**src/rtl/layer_compositor.sv**
```systemverilog
// N-layer pixel compositor with splash/run/pause sequencing and a frame-locked scroll counter.
// Define LAYER_KEY_EN to make pixels equal to KEY_COLOR transparent.
module layer_compositor #(
   parameter int                 LAYERS        = 3,
   parameter int                 COLOR_W       = 12,
   parameter int                 SPLASH_CYCLES = 500_000_000,
   parameter logic [LAYERS-1:0]  SPLASH_MASK   = 3'b001,
   parameter int                 SCROLL_W      = 10,
   parameter int                 SCROLL_MAX    = 639,
   parameter int                 SCROLL_DIV    = 1,
   parameter logic [COLOR_W-1:0] KEY_COLOR     = 12'h000
) (
   input  logic                       clk,
   input  logic                       clr_n,
   input  logic                       video_on,
   input  logic                       f_tick,
   input  logic                       skip,
   input  logic                       pause,
   input  logic [LAYERS-1:0]          layer_on,
   input  logic [LAYERS-1:0]          layer_mask,
   input  logic [LAYERS*COLOR_W-1:0]  rgb_in,
   input  logic [COLOR_W-1:0]         bg_rgb,
   output logic [COLOR_W-1:0]         rgb,
   output logic                       rgb_valid,
   output logic                       hit,
   output logic                       game_begin,
   output logic [1:0]                 state,
   output logic [SCROLL_W-1:0]        scroll_x
);

   localparam int TIMER_W = (SPLASH_CYCLES > 1) ? $clog2(SPLASH_CYCLES) : 1;
   localparam int DIV_W   = (SCROLL_DIV > 1) ? $clog2(SCROLL_DIV) : 1;
   localparam logic [TIMER_W-1:0]  TIMER_LAST  = TIMER_W'(SPLASH_CYCLES - 1);
   localparam logic [DIV_W-1:0]    DIV_LAST    = DIV_W'(SCROLL_DIV - 1);
   localparam logic [SCROLL_W-1:0] SCROLL_LAST = SCROLL_W'(SCROLL_MAX);

   typedef enum logic [1:0] {
      ST_SPLASH = 2'b00,
      ST_RUN    = 2'b01,
      ST_PAUSE  = 2'b10,
      ST_BAD    = 2'b11
   } state_t;

   state_t              state_reg, state_next;
   logic [TIMER_W-1:0]  timer_reg, timer_next;
   logic [DIV_W-1:0]    div_reg, div_next;
   logic [SCROLL_W-1:0] scroll_reg, scroll_next;
   logic                game_begin_reg, game_begin_next;
   logic [COLOR_W-1:0]  rgb_reg, rgb_next;
   logic                rgb_valid_reg, hit_reg, hit_next;

   logic [LAYERS-1:0]   eff;
   logic [COLOR_W-1:0]  win_rgb;
   logic                in_splash;
   logic                scroll_en;

   assign in_splash = (state_reg == ST_SPLASH);

   genvar gi;
   generate
      for (gi = 0; gi < LAYERS; gi++) begin : g_eff
         logic key_ok;
`ifdef LAYER_KEY_EN
         assign key_ok = (rgb_in[gi*COLOR_W +: COLOR_W] != KEY_COLOR);
`else
         // Keying disabled: the compare is forced true so colour never affects priority.
         assign key_ok = (rgb_in[gi*COLOR_W +: COLOR_W] != KEY_COLOR) | 1'b1;
`endif
         assign eff[gi] = layer_on[gi] & layer_mask[gi]
                        & ~(in_splash & SPLASH_MASK[gi]) & key_ok;
      end
   endgenerate

   // Ascending scan: the last (highest-index) effective layer overrides lower ones.
   always_comb begin
      win_rgb = bg_rgb;
      for (int i = 0; i < LAYERS; i++) begin
         if (eff[i]) begin
            win_rgb = rgb_in[i*COLOR_W +: COLOR_W];
         end
      end
   end

   always_comb begin
      rgb_next = video_on ? win_rgb : '0;
      hit_next = video_on & (|eff);
   end

   always_comb begin
      state_next = state_reg;
      timer_next = timer_reg;
      case (state_reg)
         ST_SPLASH: begin
            if (skip || (timer_reg == TIMER_LAST)) begin
               state_next = ST_RUN;
               timer_next = '0;
            end else begin
               timer_next = timer_reg + TIMER_W'(1);
            end
         end
         ST_RUN: begin
            if (pause) state_next = ST_PAUSE;
         end
         ST_PAUSE: begin
            if (!pause) state_next = ST_RUN;
         end
         default: begin
            state_next = ST_SPLASH;
            timer_next = '0;
         end
      endcase
   end

   assign game_begin_next = game_begin_reg | (state_next == ST_RUN);

   // Ticks only advance while actually running; the edge leaving SPLASH sees state SPLASH.
   assign scroll_en = (state_reg == ST_RUN) & ~pause & f_tick;

   always_comb begin
      div_next    = div_reg;
      scroll_next = scroll_reg;
      if (scroll_en) begin
         if (div_reg == DIV_LAST) begin
            div_next    = '0;
            scroll_next = (scroll_reg == SCROLL_LAST) ? '0 : scroll_reg + SCROLL_W'(1);
         end else begin
            div_next = div_reg + DIV_W'(1);
         end
      end
   end

   always_ff @(posedge clk or negedge clr_n) begin
      if (!clr_n) begin
         state_reg      <= ST_SPLASH;
         timer_reg      <= '0;
         div_reg        <= '0;
         scroll_reg     <= '0;
         game_begin_reg <= 1'b0;
         rgb_reg        <= '0;
         rgb_valid_reg  <= 1'b0;
         hit_reg        <= 1'b0;
      end else begin
         state_reg      <= state_next;
         timer_reg      <= timer_next;
         div_reg        <= div_next;
         scroll_reg     <= scroll_next;
         game_begin_reg <= game_begin_next;
         rgb_reg        <= rgb_next;
         rgb_valid_reg  <= video_on;
         hit_reg        <= hit_next;
      end
   end

   assign rgb        = rgb_reg;
   assign rgb_valid  = rgb_valid_reg;
   assign hit        = hit_reg;
   assign game_begin = game_begin_reg;
   assign state      = state_reg;
   assign scroll_x   = scroll_reg;

endmodule

```
**config.mk**
```make
export PLATFORM = sky130hd
export DESIGN_NAME = layer_compositor
export DESIGN_NICKNAME = d
export VERILOG_FILES = /design/src/rtl/layer_compositor.sv
export SDC_FILE = /design/constraint.sdc
export NUM_CORES = 1
export LEC_CHECK = 0
export CELL_PAD_IN_SITES_DETAIL_PLACEMENT = 1
export CELL_PAD_IN_SITES_GLOBAL_PLACEMENT = 2
export CORE_ASPECT_RATIO = 0.5
export CORE_MARGIN = 3
export CORE_UTILIZATION = 26
export CTS_CLUSTER_SIZE = 24
export DETAILED_ROUTE_END_ITERATION = 12
export GPL_TIMING_DRIVEN = 0
export PLACE_DENSITY = 0.78
export SLEW_MARGIN = 40
export SYNTH_ARGS = -nofsm -noshare
export SYNTH_HDL_FRONTEND = slang
export SYNTH_SLANG_ARGS = --single-unit
export TNS_END_PERCENT = 20
```
**constraint.sdc**
```tcl
create_clock -name clk -period 1.9 [get_ports clk]
set_input_delay 0.285 -clock clk [delete_from_list [all_inputs] [get_ports clk]]
set_output_delay 0.285 -clock clk [all_outputs]
set_load 0.01 [all_outputs]
```
==> results of run 1 <==
-- placed cells by master (no fill, tap or decap), types with 4 or more instances in the layout --
| master | count |
|---|---|
| clkdlybuf4s50_1 | 85 |
| dfrtp_1 | 53 |
| nor2_1 | 34 |
| nand2_1 | 26 |
| a21oi_1 | 18 |
| buf_4 | 17 |
| nand4_1 | 16 |
| nand3_1 | 15 |
| xor2_1 | 15 |
| a222oi_1 | 12 |
| nor2b_1 | 12 |
| xnor2_1 | 8 |
| o21ai_0 | 7 |
| mux2_2 | 7 |
| mux2_4 | 6 |
| clkbuf_16 | 6 |
| inv_1 | 5 |
| and3_1 | 5 |
| clkbuf_1 | 5 |
| nor3_1 | 5 |
| a31oi_1 | 4 |
| buf_6 | 4 |
-- kinds of logic after synthesis --
logic type	count (synthesis)	share of synthesized area
xor+xnor	23	0.0659
simple gates	143	0.262
flops	56	0.459
mux	15	0.0545
buf+inv	16	0.0217
fa+ha+maj	6	0.0246
compound gates	50	0.113
-- path summary, 6_finish.rpt --
| path | to | startpoint | cells past startpoint |
|---|---|---|---|
| max reg2reg | rgb[9]$_DFF_PN0_ | state[0]$_DFF_PN0_ | 8 |
| max | rgb[9]$_DFF_PN0_ | state[0]$_DFF_PN0_ | 8 |
| max in group asynchronous | state[0]$_DFF_PN0_ | clr_n | 3 |
| min in group clk | rgb_valid$_DFF_PN0_ | video_on | 1 |
| min | timer_reg[1]$_DFFE_PN0N_ | clr_n | 2 |
| min reg2reg | scroll_x[4]$_DFFE_PN0P_ | scroll_x[4]$_DFFE_PN0P_ | 1 |
-- metal layers --
layer / share of wire / GRT usage
met1: 0.49 / 0.183
met2: 0.47 / 0.244
met3: 0.033 / 0.0274
met4: 0.0081 / 0.0236
met5: 0 / 0
-- through the flow --
| stage | cells | area [um^2] | util |
|---|---|---|---|
| 3_3_place_gp | 554 | 4140 | 0.369 |
| 5_1_grt | 583 | 4600 | 0.411 |
| 4_1_cts | 572 | 4430 | 0.395 |
| 6_report | 583 | 4600 | 0.411 |
| 3_5_place_dp | 555 | 4160 | 0.371 |
| 2_1_floorplan | 309 | 3080 | - |
-- repair_timing --
| item | CTS | global route |
|---|---|---|
| cloned | 0 | 1 |
| hold buffers | 1 | 0 |
| pin swaps | 11 | 21 |
| hold endpoints to repair | 17 | 0 |
| setup buffers | 9 | 10 |
| resized for setup | 11 | 19 |
| endpoints found under the setup margin | 32 | 37 |
-- cell type report --
| cell class | count | area (um^2) |
|---|---|---|
| clock inverters | 2 | 13.8 |
| clock buffers | 6 | 139 |
| fillers | 1282 | 6610 |
| flip-flops and latches | 56 | 1410 |
| repair buffers | 108 | 1070 |
| inverters | 7 | 26.3 |
| plain buffers | 8 | 50.0 |
| multi-input cells | 237 | 1700 |
| well taps | 159 | 199 |
-- power by group through the flow --
stage                     combinational [uW]  clock [uW]  sequential, uW
after CTS                               1430        1030            1400
after floorplan                          679           0            1470
after global placement                  1270           0            1450
after detailed placement                1280           0            1450
final                                   1580         973            1410
after global routing                    1730        1080            1420
==> flow_summary.toml, run 1 <==
[floorplan]
initial_core_util = 0.272
die_area_um2 = 13200
core_area_um2 = 11200
die_w_um = 159
die-height_um = 82.7
rows = 27
ios = 87

[power_and_ir_drop]
p_int_uw = 2640
peakVddDrop_mv = 0.373
power_frac_clock = 0.246
powerDensity_nw_per_um2 = 859
p_leak_uw = 0.00194
sw_frac_of_total = 0.333
p_comb_frac = 0.398
power_uw = 3950
power_frac_seq = 0.355
power.switching_uw = 1320

[grt]
overflow = 0
globalRouteTotalUtil = 0.139
grt_pass1_vias = 2734
antenna_found_initial = 0
grt_max_degree = 40
grt_pass1_wl_mm = 14.6

[route]
drt_iter0_drc = 176
first_pass_iters = 7
vias = 2809
wire_per_inst_um = 15.8
wirelength_mm = 9.23
viasPerCell = 4.82
drc = 0
antenna_left = 0

[layout]
nets = 489
area_growth_pct = 50.7
antenna_cells = 0
largest_reg_flops = 29
layout-drive-gt1-share = 0.167

[critical_path]
worstPathRequired_ps = 2080
slowest_delay_ps = 380
cp.arrival_ps = 2060
rrSetupSlack_ps = 20
path_class = "reg -> reg"
cp_slowest_cell = "dfrtp_2"
cp_num_buf_inv = 3
critPathLaunchType = "register"
path_cells = "inv_2, ha_4, nand3b_1, buf_6, clkbuf_16, mux2_4, a222oi_1, nor2b_1"
crit_fanout = 5
cp-end-kind = "register"
crit_family = "flip-flops"

[yosys]
yosys-top-cells-area = "dfrtp_1 46%, mux2_2 4.8%, nor2_1 4.4%"
synth_fp_nets = 375
ys_dominant_reg_cell = "dfrtp_1"
synth_most_common_cell = "dfrtp_1"
avgSynthCellArea_um2 = 9.89
synthArstFlopShare = 1.00
synth_top_cell_area_share = 0.459
synth.top_cells.by_count = "56 x dfrtp_1, 36 x nor2_1, 26 x nand2_1"
yosysWarningCount = 0
synth_seq_cells = 56
synth_area_um2 = 3060
yosysTopAreaCell = "dfrtp_1"
syn-instance-count = 309
ys_types = 45
synth_edf_count = 0
ys_seq_area_frac = 0.459

[sta]
holdWs_ps = 397
rsz0062_at_grt = "yes"
worst_pin_slew_ps = 478
max_freq_ghz = 0.532
max_slew_margin = 0.681
period_minus_slack_ps = 1880
setup_viol_count_final = 0
drv_slew = 0
period_share = 0.989
setup_slack_ps = 20.4
fin_skew_ps = 6.50
hold_violations = 0
finalSetupTns_ps = 0

[run]
drv_cap = 0

[placement]
portBuffers = 86
dpl.hpwl_mm = 6.73
post-place-ws_ps = -303
gp_congestion = 0.757

[clocking]
clock_latency_ps = 300
cts_buffer_depth = 2
cts-root-buf = "clkbuf_16"
htreeDepth = 2
cts.sinks = 56
cts_tree = "done"
numCtsBuffers = 5
clkSlewWorstSetupHoldPaths_ps = 70

[min_path]
worstHoldPathType = "in -> async"

[run_status]
outcome = "finished clean"
Note: power is estimated with default switching activity, not from simulation.
==> inputs of run 2 (changes only) <==
Settings changed: CELL_PAD_IN_SITES_DETAIL_PLACEMENT 1 to default, CELL_PAD_IN_SITES_GLOBAL_PLACEMENT 2 to default, CORE_MARGIN 3 to 1.5, CORE_UTILIZATION 26 to 43, SKIP_LAST_GASP from default to 1.
==> flow_summary.toml, run 2 (synthesis gave the netlist of run 1 again) <==
[run_status]
outcome = "finished with violations"
violations = "setup timing"

[clocking]
htreeDepth = 2
cts-root-buf = "clkbuf_16"
clock_latency_ps = 300
cts.sinks = 56
clkSlewWorstSetupHoldPaths_ps = 70
numCtsBuffers = 5
cts_tree = "done"
cts_buffer_depth = 2

[sta]
setup_slack_ps = -42.5
fin_skew_ps = 8.22
max_freq_ghz = 0.515
rsz0062_at_grt = "yes"
worst_pin_slew_ps = 487
setup_viol_count_final = 6
drv_slew = 0
period_share = 1.02
hold_violations = 0
max_slew_margin = 0.671
period_minus_slack_ps = 1940

[floorplan]
die_w_um = 122
core_area_um2 = 6780
die_area_um2 = 7650
ios = 87
die-height_um = 62.6
rows = 21
initial_core_util = 0.451

[critical_path]
reg2reg_to = "rgb[4]$_DFF_PN0_"
r2r_cells = 7
cp-end-kind = "register"
crit_fanout = 5
worstPathRequired_ps = 2070
path_class = "reg -> reg"
cp.arrival_ps = 2120
critPathLaunchType = "register"
r2r-start = "state[0]$_DFF_PN0_"
rrSetupSlack_ps = -40

[grt]
grt_pass1_wl_mm = 13.2
overflow = 0
grt_max_degree = 30
globalRouteTotalUtil = 0.218
antenna_found_initial = 0
grt_pass1_vias = 2827

[layout]
layout-drive-gt1-share = 0.147
area_growth_pct = 44.5
nets = 486
final_cells = 513
largest_reg_flops = 29
fillCellCount = 539
antenna_cells = 0
postLayoutCoreUtil = 0.651
final_common_cell = "clkdlybuf4s50_1"
final_cell_mix = "85 x clkdlybuf4s50_1, 54 x dfrtp_1, 35 x nor2_1"
finish.instance_area_um2 = 4420

[power_and_ir_drop]
powerDensity_nw_per_um2 = 870
power_uw = 3840
peakVddDrop_mv = 0.375
p_leak_uw = 0.00189

[placement]
dp.cells = 488
placed_area_um2 = 4080
gp_congestion = 0.815
dpl.hpwl_mm = 5.68
portBuffers = 86

[run]
drv_cap = 0

[route]
first_pass_iters = 5
antenna_left = 0
wire_per_inst_um = 15.4
drc = 0
drt_iter0_drc = 209
viasPerCell = 5.54
vias = 2843
wirelength_mm = 7.89

[min_path]
worstHoldPathType = "in -> async"
-- run 2: changes by cell type in the layout (fill, tap and decap cells not counted), sizes merged --
cell      before  now
inv            8    7
clkinvlp       0    2
clkinv         1    0
buf           23   20
-- run 2: what timing repair did --
item,4_1_cts,5_1_grt
gates resized for setup,8,8
gates cloned,1,0
buffers inserted,9,7
pin swaps,10,10
setup endpoints to repair,30,32
hold buffers,1,0
hold endpoints to repair,28,0
-- run 2: routing by layer --
metal  vias to the layer above  part of all wire  GRT usage
met5                         -                 0          0
met4                         0             0.014     0.0669
met3                        13             0.062     0.0493
met2                       108              0.50      0.384
met1                      1368              0.42      0.265
li1                       1354                 -          -
-- run 2: worst max-delay path by stage --
stage	start	slack [ps]	cells past startpoint	endpoint
final	state[0]$_DFF_PN0_	-40	7	rgb[4]$_DFF_PN0_
after global routing	state[0]$_DFF_PN0_	-160	7	rgb[2]$_DFF_PN0_
after global placement	clr_n	-1280	1	state[1]$_DFF_PN0_
after detailed placement	state[1]$_DFF_PN0_	-250	7	rgb[4]$_DFF_PN0_
after CTS	state[0]$_DFF_PN0_	-30	8	timer_reg[27]$_DFFE_PN0N_
after floorplan	state[0]$_DFF_PN0_	-10	8	timer_reg[28]$_DFFE_PN0N_
-- run 2: cell type report --
class                   instances  area (um^2)  area share
repair buffers                105         1020       0.232
multi-input cells             237         1650       0.373
inverters                       7         26.3     0.00595
well taps                      92          115      0.0261
flip-flops and latches         56         1400       0.318
clock buffers                   6          139      0.0315
clock inverters                 2         15.0     0.00340
plain buffers                   8         45.0      0.0102
-- run 2: report_power, final --
group	internal [uW]	switching [uW]	total, uW
Clock	525	427	952
Sequential	1300	93.0	1390
Combinational	757	736	1490
Total	2580	1260	3840
-- run 2: critical path, stage by stage (launching register included) --
cell and delay [ps]:
dfrtp_2 420, inv_2 80, ha_4 160, nand3b_1 210, clkbuf_8 200, mux2_2 330
a222oi_1 320, nor2b_1 90
-- run 2: stage by stage --
step	setup TNS (ps)	hold WS (ps)	worst slack (ps)
after floorplan	-13.4	-10.6	-13.4
after global placement	-65110	505	-1280
after detailed placement	-5450	233	-249
after CTS	-158	462	-27.6
after global routing	-1850	495	-155
final	-153	456	-42.5
==> inputs of run 3 (changes only) <==
Settings changed: TNS_END_PERCENT 20 to default.
==> flow_summary.toml, run 3 (synthesis gave the netlist of run 1 again) <==
[layout]
postLayoutCoreUtil = 0.657
layout-drive-gt1-share = 0.150
multiInputGateArea_um2 = 1690
final_common_cell = "clkdlybuf4s50_1"
register_area_um2 = 1400
final_cell_mix = "85 x clkdlybuf4s50_1, 54 x dfrtp_1, 35 x nor2_1"
fillCellCount = 535
area_growth_pct = 45.7
nets = 485
largest_reg_flops = 29
antenna_cells = 0

[clocking]
cts_buffer_depth = 2
clock_latency_ps = 290
clkSlewWorstSetupHoldPaths_ps = 70
htreeDepth = 2
numCtsBuffers = 5
cts-root-buf = "clkbuf_16"
cts.sinks = 56
cts_tree = "done"

[route]
vias = 2875
wirelength_mm = 7.95
wire_per_inst_um = 15.5
drt_iter0_drc = 212
drc = 0
antenna_left = 0
first_pass_iters = 5
viasPerCell = 5.62

[placement]
dpl.hpwl_mm = 5.68
portBuffers = 86
post-place-ws_ps = -249
gp_congestion = 0.815

[grt]
antenna_found_initial = 0
grt_pass1_vias = 2864
overflow = 0
grt_max_degree = 30
grt_pass1_wl_mm = 13.4
globalRouteTotalUtil = 0.221

[floorplan]
die-height_um = 62.6
die_area_um2 = 7650
core_area_um2 = 6780
initial_core_util = 0.451
die_w_um = 122
ios = 87
rows = 21

[power_and_ir_drop]
p_leak_uw = 0.00190
powerDensity_nw_per_um2 = 871
peakVddDrop_mv = 0.378

[critical_path]
crit_fanout = 5
cp.arrival_ps = 2110
slowest_delay_ps = 410
crit_cells = 7
cp-end-kind = "register"
r2r_cells = 7
critPathLaunchType = "register"
crit_family = "flip-flops"
cp_num_buf_inv = 2
path_cells = "inv_2, ha_4, nand3b_1, clkbuf_8, mux2_2, a222oi_1, nor2b_1"
path_class = "reg -> reg"
worstPathRequired_ps = 2070
cp_slowest_cell = "dfrtp_2"

[run]
drv_cap = 0

[sta]
rsz0062_at_grt = "yes"
period_share = 1.02
worst_pin_slew_ps = 494
fin_skew_ps = 5.23
drv_slew = 0
hold_violations = 0
setup_viol_count_final = 5
setup_slack_ps = -36.9
period_minus_slack_ps = 1940
max_freq_ghz = 0.516
max_slew_margin = 0.666

[run_status]
violations = "setup timing"
outcome = "finished with violations"

[min_path]
worstHoldPathType = "in -> async"
run 3: worst paths after layout:
kind / to / start / slack, ps
setup reg to reg: rgb[3]$_DFF_PN0_ / state[1]$_DFF_PN0_ / -40
max in group asynchronous: state[0]$_DFF_PN0_ / clr_n / 950
hold / removal: rgb[0]$_DFF_PN0_ / clr_n / 460
min in group clk: scroll_x[6]$_DFFE_PN0P_ / scroll_x[6]$_DFFE_PN0P_ / 530
hold reg to reg: scroll_x[6]$_DFFE_PN0P_ / scroll_x[6]$_DFFE_PN0P_ / 530
setup / recovery: rgb[3]$_DFF_PN0_ / state[1]$_DFF_PN0_ / -40
run 3: worst reg2reg max path, cell delays in order, from the launching register on:
cell,delay (ps)
dfrtp_2,410
inv_2,90
ha_4,170
nand3b_1,220
clkbuf_8,200
mux2_2,330
a222oi_1,300
nor2b_1,100
run 3: routing by layer:
layer	vias up	share of wire	GRT usage
li1	1343	-	-
met1	1382	0.41	0.267
met2	135	0.50	0.387
met3	15	0.065	0.0520
met4	0	0.018	0.0741
met5	-	0	0
run 3: final cells by class:
| class | count | area share |
|---|---|---|
| clock inverter | 2 | 0.00337 |
| tap | 92 | 0.0258 |
| buffer | 8 | 0.0101 |
| clock buffer | 6 | 0.0312 |
| timing repair buffer | 104 | 0.228 |
| sequential | 56 | 0.315 |
| multi-input combinational | 237 | 0.380 |
| inverter | 7 | 0.00590 |
run 3: report_power, final:
part | switching, uW | internal, uW | leakage, uW | total (uW)
combinational | 754 | 782 | 0.00108 | 1540
clock | 419 | 525 | 0.0000691 | 944
sequential | 99.3 | 1300 | 0.000753 | 1400
run 3: what timing repair did:
item,CTS,global route
hold buffers,1,0
pin swaps,11,15
gates cloned,1,0
hold endpoints to repair,28,0
setup endpoints to repair,30,33
buffers inserted,11,4
gates resized for setup,9,16
run 3: metrics by stage:
stage	cell area, um^2	instances	TNS, ps	hold slack [ps]	total power [uW]
global route	4450	512	-1750	495	4120
CTS	4360	508	-67.1	462	3780
global placement	4060	487	-65110	505	2630
detailed placement	4080	488	-5450	233	2680
floorplan	3080	309	-13.4	-10.6	2150
finish	4450	512	-136	457	3880
